### config.mk
export PLATFORM = sky130hd
export DESIGN_NAME = dp_ram
export DESIGN_NICKNAME = d
export VERILOG_FILES = /design/src/rtl/dp_ram_pkg.sv /design/src/rtl/dp_ram_rd_pipe.sv /design/src/rtl/dp_ram.sv
export SDC_FILE = /design/constraint.sdc
export NUM_CORES = 1
export LEC_CHECK = 0
export CAP_MARGIN = 5
export CORE_UTILIZATION = 52
export DETAILED_ROUTE_END_ITERATION = 16
export PLACE_DENSITY_LB_ADDON = 0.15
export SYNTH_ARGS = -nofsm -noshare
export SYNTH_HDL_FRONTEND = slang
export SYNTH_SLANG_ARGS = --single-unit
### constraint.sdc
create_clock -name clk -period 8.8 [get_ports clk]
set_clock_uncertainty 0.1 [all_clocks]
set_input_delay 1.32 -clock clk [delete_from_list [all_inputs] [get_ports clk]]
set_output_delay 1.32 -clock clk [all_outputs]
set_load 0.005 [all_outputs]
### src/rtl/dp_ram_pkg.sv
// dp_ram_pkg: sizing helpers shared by dp_ram and its read pipeline.
// Latency: n/a (constants and elaboration-time functions only).
// Backpressure: n/a.
package dp_ram_pkg;

   // Deepest read pipeline the RAM supports.
   localparam int unsigned DP_RAM_MAX_RD_LAT = 2;

   // True when a requested read latency is one the RAM can build.
   function automatic bit rd_lat_legal(input int lat);
      return (lat >= 0) && (lat <= int'(DP_RAM_MAX_RD_LAT));
   endfunction

   // Index width for a word array of the given depth. A single-word array
   // still gets a 1-bit index so the array declaration stays legal.
   function automatic int idx_width(input int size);
      return (size > 1) ? $clog2(size) : 1;
   endfunction

endpackage

### src/rtl/dp_ram_rd_pipe.sv
// dp_ram_rd_pipe: dw-wide delay line of 0..2 stages with synchronous clear.
// Latency: depth cycles (depth 0 is a plain wire).
// Backpressure: none; a new word is accepted every cycle.
//
// Ports:
//   clk   - clock for all stages
//   rstn  - synchronous active-low clear of every stage
//   din   - word entering the line
//   dout  - word leaving the line, depth cycles later
module dp_ram_rd_pipe
   import dp_ram_pkg::*;
#(
   parameter int dw    = 32,
   parameter int depth = 1
) (
   input  logic          clk,
   input  logic          rstn,
   input  logic [dw-1:0] din,
   output logic [dw-1:0] dout
);

   if (depth == 0) begin : g_wire
      assign dout = din;

      // Clock and clear have nothing to drive in the wire case.
      logic unused_ctrl;
      assign unused_ctrl = clk ^ rstn;
   end else begin : g_reg
      logic [dw-1:0] stg_q [depth];
      logic [dw-1:0] stg_d [depth];

      always_comb begin
         stg_d[0] = din;
         for (int i = 1; i < depth; i++) begin
            stg_d[i] = stg_q[i-1];
         end
      end

      always_ff @(posedge clk) begin
         if (!rstn) begin
            for (int i = 0; i < depth; i++) begin
               stg_q[i] <= '0;
            end
         end else begin
            for (int i = 0; i < depth; i++) begin
               stg_q[i] <= stg_d[i];
            end
         end
      end

      assign dout = stg_q[depth-1];
   end

endmodule

### src/rtl/dp_ram.sv
// dp_ram: simple dual-port RAM, one write port and one read port, one clock.
// Latency: write visible the next cycle; read data rd_lat (0..2) cycles after raddr.
// Backpressure: none; both ports accept a new request every cycle.
//
// Ports:
//   clk    - sole clock, all state changes on the rising edge
//   rstn   - synchronous active-low reset (clears read pipeline, blocks writes)
//   we     - write enable
//   waddr  - write address; addresses >= max_size are dropped
//   din    - write data
//   raddr  - read address; addresses >= max_size read as zero
//   dout   - read data
module dp_ram
   import dp_ram_pkg::*;
#(
   parameter int aw       = 4,
   parameter int dw       = 32,
   parameter int max_size = 16,
   parameter int rd_lat   = 1
) (
   input  logic          clk,
   input  logic          rstn,
   input  logic          we,
   input  logic [aw-1:0] waddr,
   input  logic [dw-1:0] din,
   input  logic [aw-1:0] raddr,
   output logic [dw-1:0] dout
);

   localparam int            IW     = idx_width(max_size);
   // Depth widened by one bit so 2^aw itself is representable.
   localparam logic [aw:0]   SIZE_W = (aw+1)'(max_size);

   if (!rd_lat_legal(rd_lat)) begin : g_bad_lat
      $error("dp_ram: rd_lat must be 0, 1 or 2");
   end
   if ((max_size < 1) || (max_size > (1 << aw))) begin : g_bad_size
      $error("dp_ram: max_size must be in 1..2**aw");
   end

   // Storage has no reset so it maps onto block or distributed RAM.
   logic [dw-1:0] mem_q [max_size];

   logic          wr_en_d;
   logic [IW-1:0] widx_d;
   logic          rd_in_range_d;
   logic [IW-1:0] ridx_d;
   logic [dw-1:0] rd_lookup_d;

   always_comb begin
      widx_d        = waddr[IW-1:0];
      ridx_d        = raddr[IW-1:0];
      // Out-of-range writes and any write during reset leave memory untouched.
      wr_en_d       = we && rstn && ({1'b0, waddr} < SIZE_W);
      rd_in_range_d = ({1'b0, raddr} < SIZE_W);
   end

   always_ff @(posedge clk) begin
      if (wr_en_d) begin
         mem_q[widx_d] <= din;
      end
   end

   // The range mux sits outside the array so the array stays a plain RAM.
   // Reading mem_q before the write edge commits gives read-first behaviour
   // for every latency.
   always_comb begin
      rd_lookup_d = '0;
      if (rd_in_range_d) begin
         rd_lookup_d = mem_q[ridx_d];
      end
   end

   dp_ram_rd_pipe #(
      .dw    (dw),
      .depth (rd_lat)
   ) u_rd_pipe (
      .clk  (clk),
      .rstn (rstn),
      .din  (rd_lookup_d),
      .dout (dout)
   );

endmodule

Word-level counts from Yosys, hierarchy flattened
Memories as Yosys holds them, arrays and structs flattened. Cells that the tools add are included.

Register bits after elaboration: 0. Bits in writable memories: 544. Input port bits: 43. Output and inout port bits: 32. Logic and storage cells: 10. Memories kept: 2.

Memories: mem_q (depth 16, width 32, rd ports 1, clocked after Yosys merged registers in 0, write ports 1, RTL line dp_ram.sv:42) `logic [dw-1:0] mem_q [max_size];`; u_rd_pipe.g_reg.stg_q (depth 1, width 32, rd ports 1, clocked after Yosys merged registers in 0, write ports 1, RTL line dp_ram_rd_pipe.sv:29) `logic [dw-1:0] stg_q [depth];`.

Mux-type cells: 6. Reduce and logical (&&, ||, !) cells: 2.

Operators with widths (count): $mux W32 (1); $reduce_or A32 Y1 (1); $mux W1 (5); $logic_and A1 B1 Y1 (1).

Logic depth before layout (Yosys ltp)
Depth in word-level cells: 3. Depth in mapped cells: 8. Mapped depth without buffers: 4.

By module
From an unflattened synthesis, not the netlist that was laid out.

Cell total of the unflattened synthesis: 874. Area total of the unflattened synthesis: 20095.5 µm².

By module, submodules not included: dp_ram (instances 1, cells each 807, area an instance 19199.7 µm², sequential area each 15374.7 µm²); dp_ram_rd_pipe (instances 1, cells each 67, area an instance 895.9 µm², sequential area each 640.6 µm²).

Worst setup path after synthesis
Ideal clock, no wire load.

Path type: input port to flip-flop. Start: in waddr[1]. End: mem mem_q[0][0], enable pin. Setup time: 461 ps. Arrival: 3960 ps. Required time: 8239 ps. Setup slack: 4279 ps. Stages: 2. Buffers on the path: 0. Cell sequence: or3_1 > nor3_1.

RTL lines: start, declared (RTL line dp_ram.sv:24) `input logic [aw-1:0] waddr,`; end, declared (RTL line dp_ram.sv:42).

Straight into the memory's write port.

Final worst setup path
Start: in raddr[0]. End: mem u_rd_pipe.g_reg.stg_q[0][27].

Cells in the longest elaborated chain, start to end: 2.

Ends and longest elaborated chain: start, declared (RTL line dp_ram.sv:26) `input logic [aw-1:0] raddr,`; $mem_v2 Z16 W32; $mux W32 (no source line); end, declared (RTL line dp_ram_rd_pipe.sv:29).

No other way between the ends.

==> flow_summary.yaml <==
clock_network:
  clk_pin_slew_worst_paths_ps: 60
  post_cts_hold_fix_bufs: 0
  cts_inserted_buffers: 53
  clock_sinks: 544
  tritoncts: "done"
  clk-insertion-delay-late_ps: 590
  root_buffer: "clkbuf_16"
  clockBufferDepth: 3
  htree_levels: 2
  post-cts-setup-buffer-count: 0
  cts_repair_resize_count: 0
sta:
  finalMaxSlewViolations: 0
  finalCritPeriodShare: 0.409
  slew_headroom: 0.144
  final_hold_vios: 0
  totalNegativeSetupSlack_ps: 0
  max_freq_mhz: 278
  grt_setup_unrepaired: "no"
  setup_ws_ps: 5200
  period_needed_ps: 3600
  number_of_failing_setup_endpoints_in_the_final_timing_report: 0
  least_margin_pin_slew_ps: 1280
synth:
  synth_top_cells_by_area: "edfxtp_1 75%, mux2i_1 9.0%, mux4_2 3.9%"
  yosysTopAreaCellShare: 0.749
  synth_cell_types: 23
  number_of_flops_mapped_to_enable_cells_by_yosys: 512
  synthDominantAreaCellType: "edfxtp_1"
  synth_ff_type: "edfxtp_1"
  post_synth_instance_area_mm2: 0.0205
  synth-seq-cells: 544
  main_combinational_cell_family_by_area_after_synthesis: "multiplexers"
  mapped_avg_cell_area_um2: 19.4
  yosysSeqAreaShare: 0.780
  synth_fa_ha_area_frac: 0
  postSynthCellCount: 1060
  synth_compound_gate_area_share: 0.0425
  synth_xor_area_frac: 0
  async_reset_ff_frac: 0
  synth_simple_gate_area_frac: 0.0262
  synth_warnings: 0
  syn-num-nets: 1103
  synthMuxAreaShare: 0.129
placed_design:
  port_buffers: 74
  gp_congestion: 0.732
  place_area_mm2: 0.0218
  detailedPlacementHpwl_um: 22000
  post-place-ws_ps: 4670
critical_path:
  worst_ep_arrival_time_ps: 3960
  worstReg2RegEnd: "u_rd_pipe.g_reg.stg_q[0][9]"
  worst_r2r_startpoint: "mem_q[7][9]"
  ff2ff_path_depth: 4
  timing.critical_path.from: "raddr[0]"
  critPathCaptureType: "flop"
  regToRegSetupSlack_ps: 7350
  cp.required_ps: 9160
  crit_path_start_kind: "input pin"
  crit_path_max_fanout: 124
  crit_type: "input pin to flop"
floorplan:
  top_level_ports: 75
  die_width_um: 201
  initial_utilization: 0.529
  dieArea_mm2: 0.0403
  floorplan.rows: 72
  floorplan.die.height_um: 201
  placeableCoreArea_mm2: 0.0388
global_routing:
  groute.layer.met3.usage: 0.0407
  first_global_vias: 10300
  grt_use_met1: 0.295
  wire_length_of_the_first_global_routing_pass_um: 63900
  top_usage_layer: "met2"
  grtUsageTotal: 0.215
  grt_start_max_net_pins: 125
  global_route.usage.met2: 0.354
  grt_antenna_before_repair: 1
  globalRouteOverflowTotal: 0
drt:
  drcViolationCount: 0
  dr.pass1.iters: 5
  detail_route.wl_per_cell_um: 24.8
  drt_first_iter_violations: 795
  postRouteAntennaNets: 0
  post_drt_via_cell_ratio: 5.83
  route.final.wire_length_um: 42600
  dr_total_vias: 10000
run:
  cap_violations: 0
finish:
  mostFrequentLayoutCell: "edfxtp_1"
  final_cell_area_mm2: 0.0235
  finalCoreUtilization: 0.605
  fillerInstances: 2803
  layout.cells.most_common_list: "512 x edfxtp_1, 184 x mux2i_1, 74 x a22oi_1"
  post_route_cells_drive_above_1_share: 0.136
  nets: 1202
  area.growth.synth_to_final_pct: 14.5
pwr:
  leak_nw: 7.98
  vdd_drop_max_mv: 0.180
  finalPower_mw: 5.33
  power_density_mw_per_mm2: 227
min_path:
  whs_endpoint: "u_rd_pipe.g_reg.stg_q[0][8]"
  min_path_cells: 3
  source_of_the_worst_hold_timing_path: "mem_q[13][8]"
  hp-class: "flop to flop"
run_status:
  run_status: "complete, no violations"
-- cells by family (layout without fill, tap and decap cells) --
family,count (synthesis),in the layout
AO/OA/AOI/OAI,124,124
buffers and inverters,58,199
flip-flops,544,544
multiplexers,220,220
other,0,1
AND/OR/NAND/NOR,114,114
-- Yosys cell counts (12+ instances only) --
cell / n
dfxtp_1: 32
nor2_1: 15
nand3_1: 32
a22oi_1: 74
clkbuf_1: 21
a221oi_1: 18
buf_6: 12
mux2i_1: 184
edfxtp_1: 512
nand2b_1: 20
o21ai_1: 32
mux4_2: 36
nand2_1: 37
-- per-layer routing --
metal | vias to the layer above | part of all wire | wire length [um]
met5 | - | 0.00040 | 17
met4 | 2 | 0.019 | 793
met3 | 61 | 0.051 | 2170
met2 | 256 | 0.49 | 20900
met1 | 5223 | 0.44 | 18700
li1 | 4481 | - | -
-- sequential cells by signal, summed over array words and instances (netlist names) --
name and count:
mem_q 512, u_rd_pipe.g_reg.stg_q 32
-- metrics by stage --
step,hold slack [ps],cells
6_report,559,1720
5_1_grt,596,1719
4_1_cts,566,1719
3_5_place_dp,549,1622
3_3_place_gp,542,1622
2_1_floorplan,525,1060
-- critical path, cell delays in order --
cell and delay, ps:
buf_8 680, buf_12 640, mux4_2 610, o21ai_1 210, nand2_1 80
-- power breakdown --
group	internal, mW	switching [mW]
Clock	1.26	0.921
Sequential	2.87	0.0117
Combinational	0.110	0.152
-- worst max-delay path by stage --
| stage | end | slack [ps] |
|---|---|---|
| finish | u_rd_pipe.g_reg.stg_q[0][27] | 5200 |
| global route | u_rd_pipe.g_reg.stg_q[0][27] | 5090 |
| CTS | u_rd_pipe.g_reg.stg_q[0][27] | 5280 |
| detailed placement | u_rd_pipe.g_reg.stg_q[0][25] | 4670 |
| global placement | u_rd_pipe.g_reg.stg_q[0][27] | 4670 |
| floorplan | mem_q[0][0] | 4280 |
-- final cells by class --
type	count	area, um2	area share
clock inverters	28	239	0.0102
diodes	1	2.50	0.000106
repair buffers	102	958	0.0408
flip-flops and latches	544	16000	0.681
well taps	518	648	0.0276
clock buffers	69	1440	0.0612
multi-input cells	458	4210	0.179
Power figures use the tool's default switching activity.
